`src/rtl/sram_seq_ctrl.sv`:
```
// sram_seq_ctrl: sequences single-word SRAM reads/writes into registered wordline, precharge and sense-amp controls.
module sram_seq_ctrl #(
    parameter int ADDR_W    = 4,
    parameter int COLS      = 1,
    parameter int PRE_CYC   = 2,
    parameter int WL_CYC    = 2,
    parameter int SENSE_CYC = 1
) (
    input  logic                 clk,
    input  logic                 rst,
    input  logic                 req_valid,
    output logic                 req_ready,
    input  logic                 req_we,
    input  logic [ADDR_W-1:0]    req_addr,
    input  logic [COLS-1:0]      req_wdata,
    output logic                 rsp_valid,
    output logic [COLS-1:0]      rsp_rdata,
    output logic [2**ADDR_W-1:0] row,
    output logic                 rd_wr,
    output logic [COLS-1:0]      data_in,
    output logic                 pre_en,
    output logic                 sa_en,
    input  logic [COLS-1:0]      preout
);
    localparam int ROWS    = 2**ADDR_W;
    localparam int MAX_CYC = PRE_CYC > WL_CYC ? (PRE_CYC > SENSE_CYC ? PRE_CYC : SENSE_CYC)
                                              : (WL_CYC > SENSE_CYC ? WL_CYC : SENSE_CYC);
    localparam int CNT_W   = $clog2(MAX_CYC + 1);

    typedef enum logic [2:0] {IDLE, SETUP, PRE, WL, SENSE, DONE} state_t;

    state_t            state_q, state_d;
    logic [CNT_W-1:0]  cnt_q, cnt_d;
    logic              we_q, we_d;
    logic [ADDR_W-1:0] addr_q, addr_d;
    logic [COLS-1:0]   wdata_q, wdata_d;
    logic [COLS-1:0]   rdata_q, rdata_d;
    logic              ready_d, valid_d, rd_wr_d, pre_en_d, sa_en_d;
    logic [ROWS-1:0]   row_d;

    always_comb begin
        state_d = state_q;
        cnt_d   = cnt_q;
        we_d    = we_q;
        addr_d  = addr_q;
        wdata_d = wdata_q;
        rdata_d = rdata_q;
        case (state_q)
            IDLE: if (req_valid) begin
                state_d = SETUP;
                we_d    = req_we;
                addr_d  = req_addr;
                wdata_d = req_wdata;
            end
            SETUP: begin
                state_d = we_q ? WL : PRE;
                cnt_d   = we_q ? CNT_W'(WL_CYC - 1) : CNT_W'(PRE_CYC - 1);
            end
            PRE: begin
                state_d = cnt_q == '0 ? WL : PRE;
                cnt_d   = cnt_q == '0 ? CNT_W'(WL_CYC - 1) : cnt_q - CNT_W'(1);
            end
            WL: begin
                state_d = cnt_q != '0 ? WL : (we_q ? DONE : SENSE);
                cnt_d   = cnt_q == '0 ? CNT_W'(SENSE_CYC - 1) : cnt_q - CNT_W'(1);
            end
            SENSE: begin
                state_d = cnt_q == '0 ? DONE : SENSE;
                cnt_d   = cnt_q - CNT_W'(1);
                rdata_d = cnt_q == '0 ? preout : rdata_q;
            end
            default: state_d = IDLE;
        endcase
        // Outputs are decoded from the next state so every array control leaves a flop.
        ready_d  = state_d == IDLE;
        valid_d  = state_d == DONE;
        row_d    = state_d == WL ? ROWS'(1) << addr_d : '0;
        rd_wr_d  = (state_d == SETUP || state_d == WL) ? ~we_d : (state_d == PRE || state_d == SENSE);
        pre_en_d = state_d == IDLE || state_d == DONE || state_d == PRE || (state_d == SETUP && !we_d);
        sa_en_d  = state_d == SENSE;
    end

    always_ff @(posedge clk) begin
        if (rst) begin
            state_q   <= IDLE;
            cnt_q     <= '0;
            we_q      <= 1'b0;
            addr_q    <= '0;
            wdata_q   <= '0;
            rdata_q   <= '0;
            req_ready <= 1'b1;
            rsp_valid <= 1'b0;
            row       <= '0;
            rd_wr     <= 1'b0;
            pre_en    <= 1'b1;
            sa_en     <= 1'b0;
        end else begin
            state_q   <= state_d;
            cnt_q     <= cnt_d;
            we_q      <= we_d;
            addr_q    <= addr_d;
            wdata_q   <= wdata_d;
            rdata_q   <= rdata_d;
            req_ready <= ready_d;
            rsp_valid <= valid_d;
            row       <= row_d;
            rd_wr     <= rd_wr_d;
            pre_en    <= pre_en_d;
            sa_en     <= sa_en_d;
        end
    end

    assign data_in   = wdata_q;
    assign rsp_rdata = rdata_q;
endmodule

```
`config.mk`:
```
export PLATFORM = sky130hd
export DESIGN_NAME = sram_seq_ctrl
export DESIGN_NICKNAME = d
export VERILOG_FILES = /design/src/rtl/sram_seq_ctrl.sv
export SDC_FILE = /design/constraint.sdc
export NUM_CORES = 1
export LEC_CHECK = 0
export CELL_PAD_IN_SITES_DETAIL_PLACEMENT = 1
export CELL_PAD_IN_SITES_GLOBAL_PLACEMENT = 2
export CORE_UTILIZATION = 31
export CTS_BUF_LIST = sky130_fd_sc_hd__clkbuf_8
export DETAILED_ROUTE_END_ITERATION = 8
export PLACE_DENSITY = 0.89
export SLEW_MARGIN = 20
export SYNTH_ARGS = -nofsm -noshare
export SYNTH_HDL_FRONTEND = slang
export SYNTH_SLANG_ARGS = --single-unit
```
`constraint.sdc`:
```
create_clock -name clk -period 1.75 [get_ports clk]
set_input_delay 0.175 -clock clk [delete_from_list [all_inputs] [get_ports clk]]
set_output_delay 0.175 -clock clk [all_outputs]
set_load 0.01 [all_outputs]
```
=== Word-level counts from Yosys, hierarchy flattened ===
Index checks and enable logic that the tools add are counted.

* Input bits: 10
* Bits in registers: 33

* Add/sub/neg operators: 1
* Reductions and logical operators: 15
* Muxes and demuxes: 15
* Equal/unequal tests: 9
* Shifts and indexed selects: 1
* Bitwise operators: 2

{| class="wikitable"
|+ Operator list
! cell !! number
|-
| $shl A1 B4 Y16 const A || 1
|-
| $pmux W3 S5 || 1
|-
| $eq A3 B2 Y1 const B || 4
|-
| $eq A3 B3 Y1 const B || 3
|-
| $mux W4 || 2
|-
| $pmux W2 S4 || 1
|-
| $mux W1 || 7
|-
| $eq A3 B1 Y1 const B || 2
|-
| $logic_not A3 Y1 || 2
|-
| $mux W3 || 2
|-
| $logic_or A1 B1 Y1 || 5
|-
| $mux W2 || 2
|-
| $reduce_and A2 Y1 || 2
|-
| $reduce_bool A4 Y1 || 1
|-
| $logic_not A2 Y1 || 1
|-
| $not A1 Y1 || 2
|-
| $reduce_bool A2 Y1 || 1
|-
| $reduce_or A2 Y1 || 1
|-
| $sub A2 B1 Y2 const B || 1
|-
| $logic_and A1 B1 Y1 || 1
|-
| $logic_not A1 Y1 || 1
|}

=== Depth between registers and ports, before layout ===
* Word-level depth: 7
* Depth in mapped cells: 6
* Mapped depth without buffers: 6

=== Worst setup path after synthesis ===
No wires, ideal clock.

* Path type: register to register
* Start point: register state_q[1]
* End point: register row[0]
* Arrival: 1.533 ns
* Buffers on the path: 0
* Stages on the path, launching flop included: 5
* Slack: 0.150 ns
* Cells stage by stage: dfxtp_1 > nor4b_4 > mux2i_1 > nand3_1 > nor2_1

* Cells in the longest elaborated chain, start to end: 5
* Elaborated cells on any way between the ends: 12
* Classes of those cells: eq/ne: 5; shift: 1; mux: 3; bitwise: 1; reduce/logical: 2

{| class="wikitable"
|+ RTL lines
! item !! RTL line !! text
|-
| start, declared || 32 || <nowiki>state_t state_q, state_d;</nowiki>
|-
| start signal, assigned || 98 || <nowiki>state_q <= state_d;</nowiki>
|-
| $eq A3 B3 Y1 (tied with other cells) || 48 || <nowiki>case (state_q)</nowiki>
|-
| $pmux W3 S5 || 48 ||
|-
| $eq A3 B2 Y1 || 77 || <nowiki>row_d = state_d == WL ? ROWS'(1) << addr_d : '0;</nowiki>
|-
| $not A1 Y1 (no line) || n/a ||
|-
| $reduce_or A2 Y1 (no line) || n/a ||
|-
| end signal, assigned || 106 || <nowiki>row <= row_d;</nowiki>
|-
| end, declared || 18 || <nowiki>output logic [2**ADDR_W-1:0] row,</nowiki>
|}

Parallel ways exist; a longest one is shown, timed or not.
A chain may end at the register's enable or synchronous reset.

=== Worst setup path in the final report ===
* Start point: register cnt_q[1]
* End point: register row[14]

* Cells in the longest elaborated chain, start to end: 6
* Elaborated cells on any way between the ends: 9
* Classes of those cells: eq/ne: 1; mux: 4; bitwise: 1; reduce/logical: 3

{| class="wikitable"
|+ RTL lines
! item !! RTL line !! text
|-
| start, declared || 33 || <nowiki>logic [CNT_W-1:0] cnt_q, cnt_d;</nowiki>
|-
| start signal, assigned || 99 || <nowiki>cnt_q <= cnt_d;</nowiki>
|-
| $logic_not A2 Y1 / $reduce_bool A2 Y1 (equally long branches) || 60, 68, 64 ||
|-
| $mux W1 / $mux W3 (equally long branches) || 60, 68, 64 ||
|-
| $pmux W3 S5 (*) || 48 ||
|-
| $eq A3 B2 Y1 (*) || 77 ||
|-
| $not A1 Y1 (no line) (*) || n/a ||
|-
| $reduce_or A2 Y1 (no line) (*) || n/a ||
|}

Every way passes the cells marked *; elsewhere a longest branch is shown, timed or not.

==> summary.md <==
| Metric | Value |
|---|---|
| CTS tree | `built` |
| Cells along the critical path | `inv_1 -> ha_2 -> nand2b_4 -> a311oi_4 -> buf_4 -> nand3_2 -> nor2_1` |
| Final Slew Violations | `0` |
| Tcrit/Tclk final | `93.84%` |
| Clk_lat worst skew | `about 280 ps` |
| Nature of the critical path endpoint | `flop` |
| Wire length on met2 | `1707 µm` |
| Net Sw Frac | `29.96%` |
| Gp weighted congestion | `~0.75` |
| Mapped Area | `1386 µm²` |
| Worst Setup SP | `cnt_q[1]` |
| 1st-iter DRT viols | `13` |
| Clock tree buffer depth | `2` |
| Share of cells above drive strength 1 | `23.63%` |
| Final wirelength | `3258 µm` |
| Syn nets | `around 150` |
| TritonCTS Buffers | `5` |
| Die Span X | `around 70 µm` |
| DR WL/cell | `between 10 and 15 µm` |
| Critical Path AT | `1850 ps` |
| Psw | `682.9 µW` |
| WL met3 | `171 µm` |
| Final setup viols | `0` |
| Largest net degree at the start of global routing | `17` |
| Library cells used by synthesis | `39` |
| Core area | `4144 µm²` |
| Area grow syn2layout | `43.32%` |
| Avg Inst Size Synth | `~10 µm²` |
| CTS sink count | `33` |
| Power Internal | `1.596 mW` |
| Vias | `1,121` |
| Crit-path slowest cell | `dfxtp_2` |
| Clock share of power | `a little over a quarter` |
| Slew margin rel. | `79.25%` |
| DRT met1 WL | `1334 µm` |
| CP Launch Type | `flop` |
| Seq/Total Area, Yosys | `47.65%` |
| RR Startpoint | `cnt_q[1]` |
| Max layer used | `met4` |
| Maximum capacitance violations | `0` |
| # diodes | `0` |
| Tmin final | `1642 ps` |
| Combinational fraction of design power | `between 30% and 40%` |
| DP HPWL | `around 2600 µm` |
| Commonest non-fill, non-tap cell in the layout | `clkdlybuf4s50_1` |
| DRC Markers | `0` |
| Cell Pwr Density | `1147 nW/µm²` |
| Hold Startpoint | `data_in` |
| DR pass1 iterations | `4` |
| Final setup TNS | `0 ps` |
| Lkg Pwr | `0.7665 nW` |
| Via/cell ratio | `roughly 4.8` |
| Max incr delay on CP | `360 ps` |
| Max VDD drop | `0.8174 mV` |
| Number of global-route vias before repair | `1,158` |
| Ports | `33` |
| First-pass GRT wire length | `5133 µm` |
| Placement Rows | `23` |
| Endpoints failing hold | `0` |
| Die ar. | `4744 µm²` |
| Post-route antenna net violation count | `0` |
| Fmax | `0.6089 GHz` |
| Reg clk slew, reported paths | `60 ps` |
| Hold Path Class | `reg -> reg` |
| Gr ovfl total | `0` |
| R2r worst-path depth | `7` |
| Final Worst Setup Slack | `roughly 110 ps` |
| FILL cells | `473` |
| Status | `finished, final reports clean` |
| Hold Path Depth | `2` |
| Post-place setup slack | `-92.18 ps` |
| Critical path type | `reg -> reg` |
| H-tree levels | `2` |
| Initial antenna violation count | `0` |
| Cells after Synth | `between 100 and 150` |
| Number of nets in the layout | `~190` |
| Yosys warns | `0` |
| CP max FO | `7` |
| Worst slew pin tran | `roughly 310 ps` |
| Final Skew | `6.502 ps` |
| Die height | `slightly below 70 µm` |
| Commonest non-fill, non-tap cells in the layout | `clkdlybuf4s50_1, dfxtp_1, nor2_1` |
| GRT Overall Usage | `15.36%` |
| Unrepaired setup endpoints after global routing | `yes` |
| Register share of total power | `39.2%` |
| Seq cells post-synth | `33` |
| Root buf cell | `clkbuf_8` |
| Starting Density | `around 33%` |
| # port buffers | `32` |
| Crit path required time | `a little under 2000 ps` |
[worst paths after layout]
check | to | slack (ps)
worst max-delay path | row[14] | 110
worst min-delay path | data_in | 500
worst max register to register | row[14] | 110
worst min register to register | data_in | 500
[layer usage]
metal  vias to the layer above  GRT usage, %
met5                         -             0
met4                         0         6.122
met3                         6         4.605
met2                        33         28.76
met1                       533         15.72
li1                        549             -
[kinds of logic after synthesis]
| logic type | synth area share (%) |
|---|---|
| fa+ha+maj | 2.708 |
| simple gates | 23.56 |
| compound gates | 13.63 |
| flops | 47.65 |
| buf+inv | 3.791 |
| mux | 8.665 |
[flip-flops by register name (all words and copies together) (netlist names)]
name       count
addr_q         4
cnt_q          2
data_in        1
pre_en         1
rd_wr          1
req_ready      1
row           16
rsp_rdata      1
rsp_valid      1
sa_en          1
state_q        3
we_q           1
[through the flow]
stage / util, % / std cells / power [mW] / hold slack [ps] / cell area [µm²]
2_1_floorplan: - / 133 / 1.348 / 318.9 / 1386
3_3_place_gp: 45.02 / 223 / 1.633 / 479.0 / 1866
3_5_place_dp: 45.02 / 223 / 1.665 / 492.8 / 1866
4_1_cts: 47.71 / 232 / 2.299 / 508.2 / 1977
5_1_grt: 47.95 / 232 / 2.399 / 541.1 / 1987
6_report: 47.95 / 232 / 2.279 / 502.1 / 1987
[what timing repair did]
action / CTS / global route
hold buffers: 0 / 0
gates resized for setup: 1 / 3
pin swaps: 1 / 1
buffers inserted: 1 / 0
endpoints found under the setup margin: 12 / 7
[power groups by stage]
stage / Combinational (mW) / Sequential, mW / Clock (mW)
after floorplan: 0.434 / 0.914 / 0
after global placement: 0.736 / 0.897 / 0
after detailed placement: 0.762 / 0.902 / 0
after CTS: 0.776 / 0.889 / 0.634
after global routing: 0.835 / 0.902 / 0.663
final: 0.775 / 0.893 / 0.612
[synthesized netlist by cell type]
cell	instances	area share, %
dfxtp_1	33	48
nor2_1	26	7.0
mux2i_1	9	6.5
inv_1	5	1.4
nand2_1	4	1.1
nor2b_1	4	1.8
a31oi_1	3	1.4
a31oi_4	3	4.6
buf_2	3	1.1
ha_1	3	2.7
nor3_1	3	1.1
nor3b_1	3	1.6
a21oi_1	2	0.72
clkbuf_1	2	0.54
mux2_4	2	2.2
nand2b_1	2	0.90
nand3_1	2	0.72
nand3_2	2	1.4
o21ai_0	2	0.72
a211o_1	1	0.63
a21boi_2	1	0.81
a311oi_4	1	1.9
a32oi_1	1	0.63
and2_1	1	0.45
and3_1	1	0.45
buf_6	1	0.81
nand3_4	1	1.3
nand3b_1	1	0.54
nor2_2	1	0.45
nor3_2	1	0.72
nor3b_2	1	0.90
nor4b_4	1	1.7
o211ai_1	1	0.54
o21a_1	1	0.54
o21ba_2	1	0.72
o22ai_1	1	0.45
or2_1	1	0.45
or2_2	1	0.45
or3_1	1	0.45
[final cells by class]
type	count	area (µm²)	area share (%)
clock inverters	1	5.005	0.2519
well taps	50	62.56	3.149
repair buffers	47	457.9	23.05
flip-flops and latches	33	663.1	33.38
clock buffers	7	96.34	4.849
multi-input cells	89	683.2	34.38
inverters	5	18.77	0.9446
[critical path, delay by kind of cell (launching register included)]
kind / cells / cell delay (ps)
and+or+nand+nor: 3 / 400
DFF: 1 / 360
AOI/OAI and AO/OA: 1 / 350
buffers and inverters: 2 / 250
adders and majority gates: 1 / 210
(Power assumes the default switching activity.)
